### config.mk
export PLATFORM = sky130hd
export DESIGN_NAME = lsu_mem_stage
export DESIGN_NICKNAME = d
export VERILOG_FILES = /design/src/rtl/lsu_mem_stage.sv
export SDC_FILE = /design/constraint.sdc
export NUM_CORES = 1
export LEC_CHECK = 0
export ABC_CLOCK_PERIOD_IN_PS = 1850
export BUFFER_PORTS_ARGS = -buffer_cell sky130_fd_sc_hd__buf_2
export CORE_MARGIN = 3
export CORE_UTILIZATION = 42
export CTS_CLUSTER_SIZE = 20
export DETAILED_ROUTE_END_ITERATION = 10
export GPL_ROUTABILITY_DRIVEN = 0
export GPL_TIMING_DRIVEN = 0
export MAX_ROUTING_LAYER = met4
export PLACE_DENSITY = 0.76
export SYNTH_ARGS = -nofsm -noshare
export SYNTH_HDL_FRONTEND = slang
export SYNTH_SLANG_ARGS = --single-unit
export TNS_END_PERCENT = 100
### constraint.sdc
create_clock -name clk -period 1.85 [get_ports clk]
set_clock_uncertainty 0.1 [all_clocks]
set_input_delay 0.185 -clock clk [delete_from_list [all_inputs] [get_ports clk]]
set_output_delay 0.185 -clock clk [all_outputs]
set_load 0.005 [all_outputs]
### src/rtl/lsu_mem_stage.sv
// lsu_mem_stage: word load/store stage with req/ack memory handshake, misalignment and timeout faults
module lsu_mem_stage #(
  parameter int TIMEOUT = 255
) (
  input  logic        clk,
  input  logic        rst_n,
  input  logic        start,
  input  logic        is_store,
  input  logic [31:0] addr,
  input  logic [31:0] wdata,
  output logic        busy,
  output logic        done,
  output logic [31:0] rdata,
  output logic        err,
  output logic        mem_req,
  output logic        mem_we,
  output logic [29:0] mem_addr,
  output logic [31:0] mem_wdata,
  input  logic        mem_ack,
  input  logic [31:0] mem_rdata
);
  localparam int CW = $clog2(TIMEOUT);
  localparam logic [CW-1:0] LAST = CW'(TIMEOUT - 1);
  localparam logic [CW-1:0] ONE  = CW'(1);
  typedef enum logic [1:0] {IDLE, REQ, FAULT, DONE} state_t;
  state_t state, state_nx;
  logic [CW-1:0] cnt;
  logic misal, tmo, fin;
  assign misal = addr[1:0] != 2'b00;
  assign tmo   = cnt == LAST;
  // an ack arriving in the timeout cycle wins over the timeout
  assign fin   = state == REQ && (mem_ack || tmo);
  always_comb begin
    state_nx = state;
    state_nx = (state == IDLE)  ? (start ? (misal ? FAULT : REQ) : IDLE)
             : (state == REQ)   ? (fin ? DONE : REQ)
             : (state == FAULT) ? DONE : IDLE;
  end
  always_ff @(posedge clk or negedge rst_n)
    if (!rst_n) state <= IDLE;
    else state <= state_nx;
  always_ff @(posedge clk or negedge rst_n) begin
    if (!rst_n) begin
      busy      <= 1'b0;
      done      <= 1'b0;
      rdata     <= '0;
      err       <= 1'b0;
      mem_req   <= 1'b0;
      mem_we    <= 1'b0;
      mem_addr  <= '0;
      mem_wdata <= '0;
      cnt       <= '0;
    end else begin
      done <= state == FAULT || fin;
      if (state == IDLE && start) begin
        busy <= 1'b1;
        err  <= misal;
        if (!misal) begin
          mem_req   <= 1'b1;
          mem_we    <= is_store;
          mem_addr  <= addr[31:2];
          mem_wdata <= wdata;
          cnt       <= '0;
        end
      end
      if (state == REQ) begin
        cnt <= (cnt == '1) ? cnt : cnt + ONE;
        if (fin) begin
          mem_req <= 1'b0;
          busy    <= 1'b0;
          err     <= !mem_ack;
          if (mem_ack && !mem_we) rdata <= mem_rdata;
        end
      end
      if (state == FAULT) busy <= 1'b0;
    end
  end
endmodule

==> qor.yml, run 1 <==
synth_fp_nets: 524
synth_mux_area_share_pct: 8.86
synthXorXnorAreaFrac_pct: 0
yosysTopAreaCell: "dfrtp_1"
synth_compound_area_share_pct: 3.17
clkPwrFrac_pct: 15.5
synthAdderAreaFrac_pct: 1.45
ant_nets: 0
cts_tree: "yes"
synth_flop_cell: "dfrtp_1"
swShare_pct: 35.5
syn2layout_area_growth_pct: 56.4
clk_latency_ps: 350
placed_cell_area_um2: 5500
cts_inserted_buffers: 9
required_ps: 2030
finalHoldViolCount: 0
vdd_ir_drop_max_mv: 0.765
vias_per_cell: 4.91
synthCells: 418
path_clk_slew_ps: 100
end_kind: "flop"
finalSetupViolations: 0
fin_cells: 866
startpoint_type: "flop"
regArea_um2: 2730
synth_top_family_by_area: "simple AND/OR/NAND/NOR gates"
cts_buffer_depth: 2
ys_types: 31
first_iter_violations: 282
grt_pass1_vias: 4557
start_util_pct: 43.6
rows: 36
hpwl_mm: 8.58
routedWlPerCell_um: 16.4
multiInputGateArea_um2: 1500
reg2reg_slack_ps: 40
rr_startpoint: "state[1]"
synth.area.top_cells: "dfrtp_1 63%, nand2_1 17%, mux2_2 8.6%"
critical_path_arrival_ps: 1990
min_from: "start"
dr_total_vias: 4253
drv_cap: 0
p_seq_share_pct: 46.5
power_frac_comb_pct: 37.9
hold_path_end: "state[1]"
grt_max_degree: 61
finalNetCount: 835
fin_area_um2: 6730
yosys.area_share.simple_pct: 20.9
insertedDiodeCount: 0
synth_top_area_share_pct: 63.4
core_um2: 9860
r2r.worst_path.cells: 6
grt.total_usage_pct: 25.3
clock-root-buffer: "clkbuf_8"
pin_count: 200
layout_common_cells: "198 x buf_2, 193 x nand2_1, 109 x dfrtp_1"
slew_headroom_pct: 56.0
outcome: "finished, final reports clean"
synth-seq-area-share_pct: 63.4
yosysWarnings: 0
whs_path_depth: 3
netSwitchingPower_mw: 3.13
postSynthAreaPerCell_um2: 10.3
hold_class: "primary input to flop"
dieArea_um2: 11500
clkSinkCount: 109
layout_commonest_cell: "buf_2"
drtPass1Iterations: 6
grt_antenna_before_repair: 0
synth_edf_count: 0
cts_htree_levels: 3
ys_seq_elements: 109
fmax_mhz: 552
critPathMaxFanout: 7
placed_cells: 751
layout-drive-gt1-share_pct: 37.2
synthArstFlopShare_pct: 100
portBuffers: 199
timing.rr.end: "cnt[3]"
leakage_nw: 3.60
grt_pass1_wl_mm: 22.1
worstSetupPathType: "flop to flop"
fill_cells: 686
overflow: 0
synth_area_um2: 4310
fp.dieH_um: 107
layout_min_cycle_time_ps: 1810
rsz0062_at_grt: "true"
powerDensity_nw_per_um2: 1310
setup_tns_ps: 0
drcViolationCount: 0
drv_slew: 0
routed_wirelength_mm: 14.2
tightestPinTransition_ps: 661
die_w_um: 107
period_share_pct: 97.9
power.internal_mw: 5.67
[how the worst max path moves through the flow]
stage,start,endpoint,slack [ps],cells past startpoint
final,state[1],cnt[3],40,6
after global routing,state[1],cnt[5],-40,6
after global placement,rst_n,mem_addr[11],-660,1
after CTS,state[0],cnt[5],-5,6
after floorplan,state[0],cnt[3],130,6
after detailed placement,state[0],state[0],-390,6
[power groups by stage]
| stage | clock network, mW | logic [mW] | registers [mW] |
|---|---|---|---|
| global route | 1.51 | 3.68 | 4.20 |
| floorplan | 0 | 1.29 | 4.13 |
| finish | 1.37 | 3.34 | 4.09 |
| global placement | 0 | 2.88 | 3.99 |
| detailed placement | 0 | 3.00 | 4.05 |
| CTS | 1.39 | 3.21 | 4.02 |
[cells by family after synthesis]
| family | count (synthesis) |
|---|---|
| simple gates | 222 |
| fa+ha+maj | 5 |
| flops | 109 |
| compound gates | 23 |
| mux | 34 |
| buf+inv | 25 |
[worst max-delay path: stages (launching register included)]
cell	delay, ps
dfrtp_1	410
inv_2	90
ha_4	180
and4bb_2	300
o22ai_2	130
or3_1	360
a21oi_1	170
[timing repair]
item,CTS,global route
resized for setup,14,19
hold buffers,97,0
setup endpoints to repair,80,81
endpoints found under the hold margin,145,0
pin swaps,1,2
buffers inserted,1,2
[layout make-up]
| type | instances | share of cell area (%) |
|---|---|---|
| flip-flops and latches | 109 | 40.5 |
| repair buffers | 300 | 30.0 |
| multi-input cells | 284 | 22.3 |
| well taps | 133 | 2.47 |
| clock buffers | 9 | 1.84 |
| plain buffers | 18 | 1.60 |
| clock inverters | 6 | 0.892 |
| inverters | 7 | 0.390 |
[Yosys cell counts, drive strengths merged, types with 2 or more instances]
library cell,number
o21ai,7
nand2,193
clkbuf,13
dfrtp,109
nand4,3
a21oi,9
nor2,7
inv,7
or3,3
ha,5
nand2b,2
buf,5
nor3,4
mux2,33
nand3,4
[flip-flops by register name, indices dropped and copies added (netlist names)]
name	cells
busy	1
cnt	8
mem_addr	30
mem_we	1
err	1
mem_wdata	32
done	1
mem_req	1
rdata	32
state	2
[through the flow]
stage          utilization [%]  power [mW]  hold WS (ps)  worst slack [ps]
2_1_floorplan                -        5.43          -211               130
6_report                  68.3        8.80          68.5              38.0
3_5_place_dp              55.7        7.05           158              -395
4_1_cts                   67.9        8.62          47.3             -5.25
5_1_grt                   68.3        9.40          58.8             -41.6
3_3_place_gp              55.4        6.88           274              -656
[metal layers]
layer | wire [um] | GRT usage (%) | vias to the layer above
li1 | - | - | 1966
met1 | 5220 | 27.0 | 2015
met2 | 7450 | 44.7 | 208
met3 | 913 | 4.58 | 64
met4 | 670 | 13.5 | 0
met5 | 0 | - | -
Note: power is estimated with default switching activity, not from simulation.
==> run 2, diff against run 1 <==
- CELL_PAD_IN_SITES_DETAIL_PLACEMENT: not set -> 0
- CELL_PAD_IN_SITES_GLOBAL_PLACEMENT: not set -> 2
- CORE_UTILIZATION: 42 -> 24
- PLACE_DENSITY: 0.76 -> not set
- PLACE_DENSITY_LB_ADDON: not set -> 0.1
==> run 2 against run 1 <==
Effect of this change:
- core utilization decreased by 28 points
- first-iteration DRC count is 56% lower
- non-clock buffer count fell by 1
==> qor.yml, run 2 (same netlist as run 1, synthesis figures left out) <==
insertedDiodeCount: 0  # unchanged
powerDensity_nw_per_um2: 1340  # was 1310 nW/um2
dieArea_um2: 19600  # was 11500 um2
finalSetupViolations: 0  # unchanged
layout_min_cycle_time_ps: 1760  # was 1810 ps
largestRegisters: "mem_wdata x32, rdata x32, mem_addr x30"  # unchanged
leakage_nw: 3.67  # was 3.60 nW
grt_pass1_vias: 4071  # was 4557
layout_common_cells: "199 x buf_2, 193 x nand2_1, 109 x dfrtp_1"  # was 198 x buf_2, 193 x nand2_1, 109 x dfrtp_1
layout_commonest_cell: "buf_2"  # unchanged
end_kind: "flop"  # unchanged
fp.dieH_um: 140  # was 107 um
clk_latency_ps: 340  # was 350 ps
wl_met3_um: 901  # was 913 um
r2r.worst_path.cells: 6  # unchanged
finalHoldViolCount: 0  # unchanged
rsz0062_at_grt: "false"  # was true
fin_cells: 958  # was 866
wl_met2_mm: 5.73  # was 7.45 mm
routedWlPerCell_um: 13.7  # was 16.4 um
ant_nets: 0  # unchanged
syn2layout_area_growth_pct: 62.5  # was 56.4%
startpoint_type: "flop"  # unchanged
grt_max_degree: 65  # was 61
drtPass1Iterations: 4  # was 6
vdd_ir_drop_max_mv: 0.555  # was 0.765 mV
grt.total_usage_pct: 13.9  # was 25.3%
dr_total_vias: 3941  # was 4253
total_power_mw: 9.37  # was 8.80 mW
outcome: "finished, final reports clean"  # unchanged
drv_slew: 0  # unchanged
required_ps: 2020  # was 2030 ps
cts_inserted_buffers: 9  # unchanged
reg2reg_slack_ps: 90  # was 40 ps
crit_start: "state[0]"  # was state[1]
drcViolationCount: 0  # unchanged
placed_cells: 843  # was 751
fill_cells: 1726  # was 686
rr_startpoint: "state[0]"  # was state[1]
pin_count: 200  # unchanged
fmax_mhz: 567  # was 552 MHz
top_layer_used: "met4"  # unchanged
die_w_um: 140  # was 107 um
vias_per_cell: 4.11  # was 4.91
rows: 48  # was 36
routed_wirelength_mm: 13.1  # was 14.2 mm
worstSetupPathType: "flop to flop"  # unchanged
m1WireLength_mm: 6.34  # was 5.22 mm
slew_headroom_pct: 65.1  # was 56.0%
grt_pass1_wl_mm: 21.5  # was 22.1 mm
core_um2: 17400  # was 9860 um2
tightestPinTransition_ps: 523  # was 661 ps
period_share_pct: 95.4  # was 97.9%
grt_antenna_before_repair: 0  # unchanged
cts_htree_levels: 3  # unchanged
portBuffers: 199  # unchanged
path_clk_slew_ps: 70  # was 100 ps
critical_path_arrival_ps: 1940  # was 1990 ps
critPathMaxFanout: 7  # unchanged
hpwl_mm: 9.28  # was 8.58 mm
timing.rr.end: "cnt[5]"  # was cnt[3]
first_iter_violations: 124  # was 282
layout-drive-gt1-share_pct: 37.1  # was 37.2%
clock-root-buffer: "clkbuf_16"  # was clkbuf_8
crit_end: "cnt[5]"  # was cnt[3]
drv_cap: 0  # unchanged
clkSinkCount: 109  # unchanged
overflow: 0  # unchanged
cts_tree: "yes"  # unchanged
start_util_pct: 24.7  # was 43.6%
cts_buffer_depth: 2  # unchanged
finalNetCount: 834  # was 835
hold_class: "primary input to flop"  # unchanged
[run 2: cell types whose count changed in the layout (fill, tap and decap cells not counted), sizes merged]
cell      change
clkinvlp      -1
clkinv        -2
clkbuf        +2
buf           +1
bufinv        +2
inv           -2
[run 2: worst min path at each step]
stage	cells past startpoint	startpoint	slack, ps	to
final	3	start	80	state[1]
after global routing	3	start	110	state[1]
after CTS	3	start	70	state[1]
after detailed placement	1	rst_n	60	rdata[23]
after global placement	3	wdata[25]	270	mem_wdata[25]
after floorplan	0	rst_n	-210	busy
[run 2: timing repair]
action / in CTS / in global routing
pin swaps: 1 / 1
setup endpoints to repair: 93 / 64
hold buffers: 97 / 0
gates resized for setup: 16 / 16
buffers inserted: 0 / 2
gates cloned: 0 / 0
hold endpoints to repair: 141 / 0
[run 2: power breakdown]
part           internal (mW)  total [mW]  switching, mW  leakage, nW
Sequential              3.46        4.02          0.558         1.35
Combinational           1.71        3.22           1.51         2.16
Clock                   1.26        2.14          0.871        0.156
Total                   6.44        9.37           2.94         3.67
[run 2: critical path, cell delays in order (launching register included)]
cell and delay, ps:
dfrtp_1 390, inv_2 90, ha_4 170, and4bb_2 320
o22ai_4 110, or3_1 380, a21oi_2 140
[run 2: routing by layer]
metal  vias up  global-route usage [%]
li1       1966                       -
met1      1817                    18.8
met2       146                    20.9
met3        12                    3.14
met4         0                    4.44
met5         -                       -
[run 2: area by class of cell]
cell class,count,area (um2),area share (%)
Buffer,18,101,1.45
Clock buffer,13,260,3.72
Clock inverter,3,67.6,0.966
Inverter,7,26.3,0.376
Multi-Input combinational cell,284,1520,21.7
Sequential cell,109,2730,39.0
Tap cell,225,282,4.02
Timing Repair Buffer,299,2020,28.8
[run 2: through the flow]
stage / TNS [ps] / instance area, um2 / hold WS, ps / setup WS (ps) / utilization (%)
floorplan: 0 / 4310 / -211 / 130 / -
global placement: -128720 / 5580 / 274 / -992 / 32.1
detailed placement: -21490 / 5620 / 61.9 / -445 / 32.2
CTS: 0 / 6960 / 70.6 / 1.20 / 39.9
global route: 0 / 7000 / 109 / 0.0244 / 40.2
finish: 0 / 7000 / 84.4 / 85.1 / 40.2
==> run 3, diff against run 2 <==
- PLACE_DENSITY: not set -> 0.83
- PLACE_DENSITY_LB_ADDON: 0.1 -> not set
==> run 3 against run 2 <==
Effect of this change:
- non-clock buffer count is the same
- count of clock-buffer cells in the layout grew 1
- register-to-register slack lost 70 ps
- die area is the same
- combinational power shrank 1%
- sequential share of layout area grew 0.31 points
- highest routed layer unchanged
- core utilization shrank 0.32 points
- worst setup slack lost 68 ps
- via count grew 2.9%
- sequential cell count is the same
- power shrank 3.4%
- routed wire length shrank 1.8%
==> qor.yml, run 3 (same netlist as run 1, synthesis figures left out) <==
layout_common_cells: "198 x buf_2, 193 x nand2_1, 109 x dfrtp_1"  # was 199 x buf_2, 193 x nand2_1, 109 x dfrtp_1
clk_latency_ps: 340  # about the same
finalSetupViolations: 0  # unchanged
grt_use_met1_pct: 15.3  # was 18.8%
hold_path_end: "state[1]"  # unchanged
layout-drive-gt1-share_pct: 37.2  # was 37.1%
r2r.worst_path.cells: 6  # unchanged
finish.utilization_pct: 39.9  # was 40.2%
vdd_ir_drop_max_mv: 0.552  # was 0.555 mV
met3_usage_pct: 3.07  # was 3.14%
die_w_um: 140  # unchanged
required_ps: 2020  # about the same
dr_total_vias: 4054  # was 3941
critPathSlowestCell: "dfrtp_1"  # unchanged
startpoint_type: "flop"  # unchanged
core_um2: 17400  # unchanged
drtPass1Iterations: 5  # was 4
grt.busiest_layer: "met2"  # unchanged
hpwl_mm: 9.13  # was 9.28 mm
critical_path_arrival_ps: 2000  # was 1940 ps
start_util_pct: 24.7  # unchanged
clock-root-buffer: "clkbuf_16"  # unchanged
layout_commonest_cell: "buf_2"  # unchanged
fmax_mhz: 546  # was 567 MHz
slew_headroom_pct: 50.9  # was 65.1%
pin_count: 200  # unchanged
end_kind: "flop"  # unchanged
cts_inserted_buffers: 9  # unchanged
dp_slack_ps: -483  # was -445 ps
fill_cells: 1710  # was 1726
period_share_pct: 99.1  # was 95.4%
rows: 48  # unchanged
whs_path_depth: 3  # unchanged
first_iter_violations: 96  # was 124
rsz0062_at_grt: "true"  # was false
grt.total_usage_pct: 13.6  # was 13.9%
insertedDiodeCount: 0  # unchanged
drcViolationCount: 0  # unchanged
max_stage_delay_ps: 400  # was 390 ps
largestRegisters: "mem_wdata x32, rdata x32, mem_addr x30"  # unchanged
fin_area_um2: 6940  # was 7000 um2
finalNetCount: 834  # unchanged
setup_slack_ps: 16.9  # was 85.1 ps
clkSinkCount: 109  # unchanged
layout_min_cycle_time_ps: 1830  # was 1760 ps
routed_wirelength_mm: 12.9  # was 13.1 mm
hold_class: "primary input to flop"  # unchanged
fp.dieH_um: 140  # unchanged
vias_per_cell: 4.24  # was 4.11
drv_cap: 0  # unchanged
outcome: "finished, final reports clean"  # unchanged
critPathMaxFanout: 7  # unchanged
rr_startpoint: "state[1]"  # was state[0]
timing.rr.end: "cnt[3]"  # was cnt[5]
path_buf_inv: 1  # unchanged
cts_tree: "yes"  # unchanged
cp_cell_sequence: "inv_2 -> ha_4 -> and4bb_2 -> o22ai_2 -> or3_1 -> a21oi_2"  # was inv_2 -> ha_4 -> and4bb_2 -> o22ai_4 -> or3_1 -> a21oi_2
grt_antenna_before_repair: 0  # unchanged
multiInputGateArea_um2: 1510  # was 1520 um2
cp_top_family: "simple AND/OR/NAND/NOR gates"  # unchanged
tightestPinTransition_ps: 736  # was 523 ps
leakage_nw: 3.65  # was 3.67 nW
ant_nets: 0  # unchanged
routedWlPerCell_um: 13.5  # was 13.7 um
finalHoldViolCount: 0  # unchanged
worstSetupPathType: "flop to flop"  # unchanged
placed_cell_area_um2: 5610  # was 5620 um2
grt_pass1_vias: 4449  # was 4071
overflow: 0  # unchanged
regArea_um2: 2730  # unchanged
grt_max_degree: 57  # was 65
cts_htree_levels: 3  # unchanged
path_clk_slew_ps: 70  # about the same
drv_slew: 0  # unchanged
setup_tns_ps: 0  # unchanged
portBuffers: 199  # unchanged
syn2layout_area_growth_pct: 61.2  # was 62.5%
min_from: "start"  # unchanged
reg2reg_slack_ps: 20  # was 90 ps
grt_pass1_wl_mm: 21.2  # was 21.5 mm
dieArea_um2: 19600  # unchanged
use_met2_pct: 23.2  # was 20.9%
powerDensity_nw_per_um2: 1300  # was 1340 nW/um2
cts_buffer_depth: 2  # unchanged
run 3: worst max path at each step:
stage	end	cells past startpoint	startpoint	slack [ps]
6_report	cnt[3]	6	state[1]	20
5_1_grt	cnt[3]	6	state[1]	-90
4_1_cts	cnt[3]	6	state[0]	-140
3_5_place_dp	mem_wdata[30]	7	state[0]	-480
3_3_place_gp	mem_addr[12]	1	rst_n	-780
2_1_floorplan	cnt[3]	6	state[0]	130
run 3: area by class of cell:
class | instances | area share [%]
Sequential cell | 109 | 39.3
Tap cell | 225 | 4.06
Clock buffer | 14 | 3.95
Multi-Input combinational cell | 284 | 21.8
Inverter | 7 | 0.379
Timing Repair Buffer | 299 | 29.0
Clock inverter | 1 | 0.0721
Buffer | 18 | 1.51
run 3: timing repair:
item,CTS,global route
hold buffers,97,0
pin swaps,1,3
setup endpoints to repair,103,98
gates resized for setup,11,25
hold endpoints to repair,149,0
buffers inserted,0,2
run 3: per-stage QoR:
stage | hold WS [ps] | power (mW) | std cells
finish | 99.3 | 9.05 | 957
global route | 114 | 9.79 | 957
CTS | 70.2 | 9.15 | 955
detailed placement | 184 | 7.05 | 843
global placement | 275 | 6.93 | 842
floorplan | -211 | 5.43 | 418
run 3: report_power, final:
part           switching (mW)  total (mW)  internal, mW
combinational            1.48        3.18          1.69
sequential              0.574        4.04          3.46
clock                   0.818        1.83          1.02
run 3: tightest hold or removal path: stages:
cell and delay, ps:
buf_2 130, o21ai_0 100, a22oi_1 80
run 3: per-layer routing:
layer | share of wire [%] | wire length [um]
met5 | 0 | 0
met4 | 2.2 | 287
met3 | 6.7 | 870
met2 | 49 | 6340
met1 | 42 | 5420
